<file path="src/rtl/stream_pkg.sv">
// Shared sizing helpers for the stream FIFO buffer and its register file.
package stream_pkg;

    function automatic int unsigned clog2(input int unsigned value);
        int unsigned result;
        result = 0;
        for (int unsigned i = 0; i < 32; i++) begin
            if ((32'd1 << i) < value) begin
                result = i + 1;
            end
        end
        return result;
    endfunction

    // Occupancy must represent 0..depth inclusive, hence depth+1 codes.
    function automatic int unsigned level_w(input int unsigned depth);
        return clog2(depth + 1);
    endfunction

    function automatic bit is_pow2(input int unsigned depth);
        return (depth >= 2) && ((depth & (depth - 1)) == 0);
    endfunction

endpackage

</file>
<file path="src/rtl/stream_fifo_regfile.sv">
// DEPTH x DATA_WIDTH storage: synchronous write port, asynchronous read port, no reset.
module stream_fifo_regfile
    import stream_pkg::*;
#(
    parameter int unsigned DATA_WIDTH = 32,
    parameter int unsigned DEPTH      = 4
) (
    input  logic                        i_clk,
    input  logic                        i_we,
    input  logic [clog2(DEPTH)-1:0]     i_waddr,
    input  logic [DATA_WIDTH-1:0]       i_wdata,
    input  logic [clog2(DEPTH)-1:0]     i_raddr,
    output logic [DATA_WIDTH-1:0]       o_rdata
);

    logic [DATA_WIDTH-1:0] r_mem [DEPTH];

    always_ff @(posedge i_clk) begin
        if (i_we) begin
            r_mem[i_waddr] <= i_wdata;
        end
    end

    assign o_rdata = r_mem[i_raddr];

endmodule

</file>
<file path="src/rtl/stream_fifo_buffer.sv">
// Elastic stream buffer: register FIFO with registered in_ready, optional
// first-word fall-through bypass, occupancy output and synchronous flush.
module stream_fifo_buffer
    import stream_pkg::*;
#(
    parameter int unsigned DATA_WIDTH   = 32,
    parameter int unsigned DEPTH        = 4,
    parameter int unsigned FALL_THROUGH = 1
) (
    input  logic                        aclk,
    input  logic                        aresetn,
    input  logic                        flush,
    input  logic [DATA_WIDTH-1:0]       in_data,
    input  logic                        in_valid,
    output logic                        in_ready,
    output logic [DATA_WIDTH-1:0]       out_data,
    output logic                        out_valid,
    input  logic                        out_ready,
    output logic [level_w(DEPTH)-1:0]   level
);

    localparam int unsigned AW = clog2(DEPTH);
    localparam int unsigned LW = level_w(DEPTH);
    localparam logic [LW-1:0] FULL_LEVEL = LW'(DEPTH);

    if (!is_pow2(DEPTH)) begin : g_depth_check
        $error("stream_fifo_buffer: DEPTH must be a power of two >= 2");
    end

    logic [AW-1:0]          r_wr_ptr;
    logic [AW-1:0]          r_rd_ptr;
    logic [LW-1:0]          r_level;
    logic                   r_in_ready;

    logic                   w_empty;
    logic                   w_wr;
    logic                   w_rd;
    logic                   w_bypass;
    logic                   w_store;
    logic                   w_rd_mem;
    logic                   w_out_valid;
    logic [LW-1:0]          w_level_next;
    logic [DATA_WIDTH-1:0]  w_mem_rdata;

    always_comb begin
        w_empty     = (r_level == '0);
        w_wr        = in_valid & r_in_ready;
        w_out_valid = 1'b0;
        w_bypass    = 1'b0;
        if (FALL_THROUGH != 0) begin
            w_out_valid = ~flush & (~w_empty | w_wr);
            w_bypass    = w_empty & w_wr & out_ready;
        end else begin
            w_out_valid = ~flush & ~w_empty;
        end
        w_rd     = w_out_valid & out_ready;
        // A word accepted during flush is dropped, and a bypassed word never touches storage.
        w_store  = w_wr & ~w_bypass & ~flush;
        w_rd_mem = w_rd & ~w_empty;
        w_level_next = flush ? '0 : (r_level + LW'(w_store) - LW'(w_rd_mem));
    end

    always_ff @(posedge aclk or negedge aresetn) begin
        if (!aresetn) begin
            r_wr_ptr   <= '0;
            r_rd_ptr   <= '0;
            r_level    <= '0;
            r_in_ready <= 1'b0;
        end else begin
            if (flush) begin
                r_wr_ptr <= '0;
                r_rd_ptr <= '0;
            end else begin
                if (w_store) begin
                    r_wr_ptr <= r_wr_ptr + 1'b1;
                end
                if (w_rd_mem) begin
                    r_rd_ptr <= r_rd_ptr + 1'b1;
                end
            end
            r_level    <= w_level_next;
            r_in_ready <= ~flush & (w_level_next < FULL_LEVEL);
        end
    end

    stream_fifo_regfile #(
        .DATA_WIDTH (DATA_WIDTH),
        .DEPTH      (DEPTH)
    ) u_regfile (
        .i_clk   (aclk),
        .i_we    (w_store),
        .i_waddr (r_wr_ptr),
        .i_wdata (in_data),
        .i_raddr (r_rd_ptr),
        .o_rdata (w_mem_rdata)
    );

    assign in_ready  = r_in_ready;
    assign out_valid = w_out_valid;
    assign out_data  = ((FALL_THROUGH != 0) && w_empty) ? in_data : w_mem_rdata;
    assign level     = r_level;

    a_no_overflow: assert property (@(posedge aclk) disable iff (!aresetn)
        !(w_wr && (r_level == FULL_LEVEL)));

    a_no_underflow: assert property (@(posedge aclk) disable iff (!aresetn)
        !(w_rd && w_empty && !w_bypass));

endmodule

</file>
<file path="config.mk">
export PLATFORM = sky130hd
export DESIGN_NAME = stream_fifo_buffer
export DESIGN_NICKNAME = d
export VERILOG_FILES = /design/src/rtl/stream_pkg.sv /design/src/rtl/stream_fifo_regfile.sv /design/src/rtl/stream_fifo_buffer.sv
export SDC_FILE = /design/constraint.sdc
export NUM_CORES = 1
export LEC_CHECK = 0
export BUFFER_PORTS_ARGS = -buffer_cell sky130_fd_sc_hd__buf_2
export CAP_MARGIN = 10
export CELL_PAD_IN_SITES_DETAIL_PLACEMENT = 1
export CELL_PAD_IN_SITES_GLOBAL_PLACEMENT = 1
export CORE_ASPECT_RATIO = 1.4
export CORE_UTILIZATION = 53
export DETAILED_ROUTE_END_ITERATION = 8
export MAX_ROUTING_LAYER = met4
export PLACE_DENSITY = 0.9
export SLEW_MARGIN = 15
export SYNTH_ARGS = -nofsm -noshare
export SYNTH_HDL_FRONTEND = slang
export SYNTH_SLANG_ARGS = --single-unit
</file>
<file path="constraint.sdc">
create_clock -name aclk -period 5.06 [get_ports aclk]
set_input_delay 0 -clock aclk [delete_from_list [all_inputs] [get_ports aclk]]
set_output_delay 0 -clock aclk [all_outputs]
set_load 0.01 [all_outputs]
</file>
==> out/metrics.cfg <==
[final_layout]
n_fill_cell=851
antenna_cells=0
final_core_util=0.6868
nets=415
drive_gt1_frac=0.4453
final_area_sq_um=6873
fin_cells=519
area_growth_pct=24.90

[yosys]
synth.top_cells.by_area=edfxtp_1, mux4_2, mux2_2
syn_area_per_cell_sq_um=21.84
syn_inst=252
synth_edf_count=128
synth_top_area_frac=0.6985
yosysSeqAreaShare=0.7349
synth_seq_cells=136
ys.warnings.count=0
synth_top_area_cell=edfxtp_1
syn_nets=296
synth_flop_cell=edfxtp_1
synth.distinct_cells=25
synthArstFlopShare=0.05882
synth_most_common_cell=edfxtp_1
synth_common_cells=edfxtp_1, mux2_2, mux4_2
synth.cell_area_sq_um=5503

[detailed_routing]
first_iter_violations=166
vias=2934
wl_per_cell_um=22.85
dr.pass1.iters=4
drc=0
via_per_inst=5.653
final_antenna_net_count=0
routed_wl_um=11860

[die]
fp.dieArea_sq_um=10800
row_count=43
core-area_sq_um=10010
start_util=0.5499
die_y_um=122.6
die_x_um=88.12
pin_count=74

[placement]
io_buffer_count=73
place_inst=451
dp_hpwl_um=6391
dpl_cell_area_sq_um=5992
dp_slack_ps=2037
place.gp.congestion=0.7018

[sta]
relSlewSlack=0.3938
hold_violations=0
skew_ps=7.207
fmax_ghz=0.3307
period_needed_ps=3024
rsz0062_at_grt=false
fin_hold_ws_ps=83.03
maxSlewViolCount=0
setup_slack_ps=2036
setup_tns_ps=0
tightest_slew_ps=909.4
setup-violations-final=0
fin_crit_sh=0.5976

[grt]
grt_overflow=0
grt_usage=0.2476
grt_pass1_vias=3112
antenna_found_initial=0
grt_max_degree=36
grt_pass1_wl_um=17700

[min_path]
hold_depth=4
hold_class=input pin to flop

[worst_setup_path]
crit_required_ps=5400
cp_max_fo=35
arrival_ps=3370
critical_path_class=flop to flop
start_kind=flop
r2r_cells=12
end_kind=flop

[clock_network]
cts_sinks=136
ctsHoldBuffers=36
htreeDepth=4
cts.clk_slew.worst_paths_ps=60
cts_made_buffers=17
cts_tree=built
clk_latency_ps=410
cts.repair.resized=0
cts_setup_buffers=0
clock_path_buffers=2
cts_root_buf=clkbuf_16

[pwr]
cellLeakagePower_nw=2.420
fin_total_pwr_mw=3.361
peakVddDrop_mv=0.5193
p_per_area_nw_per_um2=489.0

[job]
drv_cap=0

[run_status]
status=completed

layout make-up:
type / count / area (sq um) / share of cell area
clock buffer: 19 / 432.9 / 0.06299
clock inverter: 13 / 87.58 / 0.01274
inverter: 5 / 18.77 / 0.002731
multi-input combinational: 99 / 1371 / 0.1995
sequential: 136 / 4045 / 0.5886
tap: 135 / 168.9 / 0.02458
timing repair buffer: 112 / 748.2 / 0.1089
cell families (layout without fill, tap and decap cells):
logic type	after synthesis	after routing	share of synthesized area
AO/OA/AOI/OAI	5	5	0.006141
XOR/XNOR	4	4	0.006368
adder cells (fa/ha/maj)	7	7	0.01728
buffers and inverters	17	149	0.01796
flip-flops	136	136	0.7349
multiplexers	66	66	0.2010
AND/OR/NAND/NOR	17	17	0.01637
worst paths after layout:
check	start	to	slack, ps
max	level[1]	in_ready	2040
min	in_valid	r_wr_ptr[1]	80
max reg2reg	level[1]	in_ready	2040
min reg2reg	r_rd_ptr[0]	r_rd_ptr[0]	570
max in group asynchronous	aresetn	r_rd_ptr[0]	4140
min in group asynchronous	aresetn	in_ready	600
registers in the layout (all words and copies together) (netlist names):
name / flops
in_ready: 1
u_regfile.r_mem: 128
level: 3
r_rd_ptr: 2
r_wr_ptr: 2
routing by layer:
layer  vias to the layer above  GRT usage  wire, um
met5                         -          -         0
met4                         0    0.08065       201
met3                        17    0.07061       463
met2                        93     0.4079      6472
met1                      1556     0.2947      4719
li1                       1268          -         -
report_power, final:
part           switching (mW)  internal, mW  leakage (nW)  total [mW]
clock                   0.444         0.661         0.260        1.10
combinational           0.455         0.479         0.901       0.934
sequential             0.0378          1.28          1.26        1.32
total                   0.937          2.42          2.42        3.36
worst max-delay path: stages (launching register included):
cell	delay, ps
dfrtp_1	510
nor3_4	80
buf_4	300
a211oi_1	510
inv_1	110
ha_1	280
inv_1	60
ha_1	150
inv_1	60
fa_1	370
xor2_1	160
xnor2_1	210
nor2b_1	160
placed cells by master, fill, tap and decap left out, types with 5 or more instances in the layout:
cell type	instances
mux4_2	31
dlygate4sd3_1	36
inv_1	5
dfrtp_1	7
nor2_1	7
buf_2	73
clkbuf_16	17
mux2_2	32
edfxtp_1	128
clkinv_2	7
ha_1	6
(Power assumes the default switching activity.)
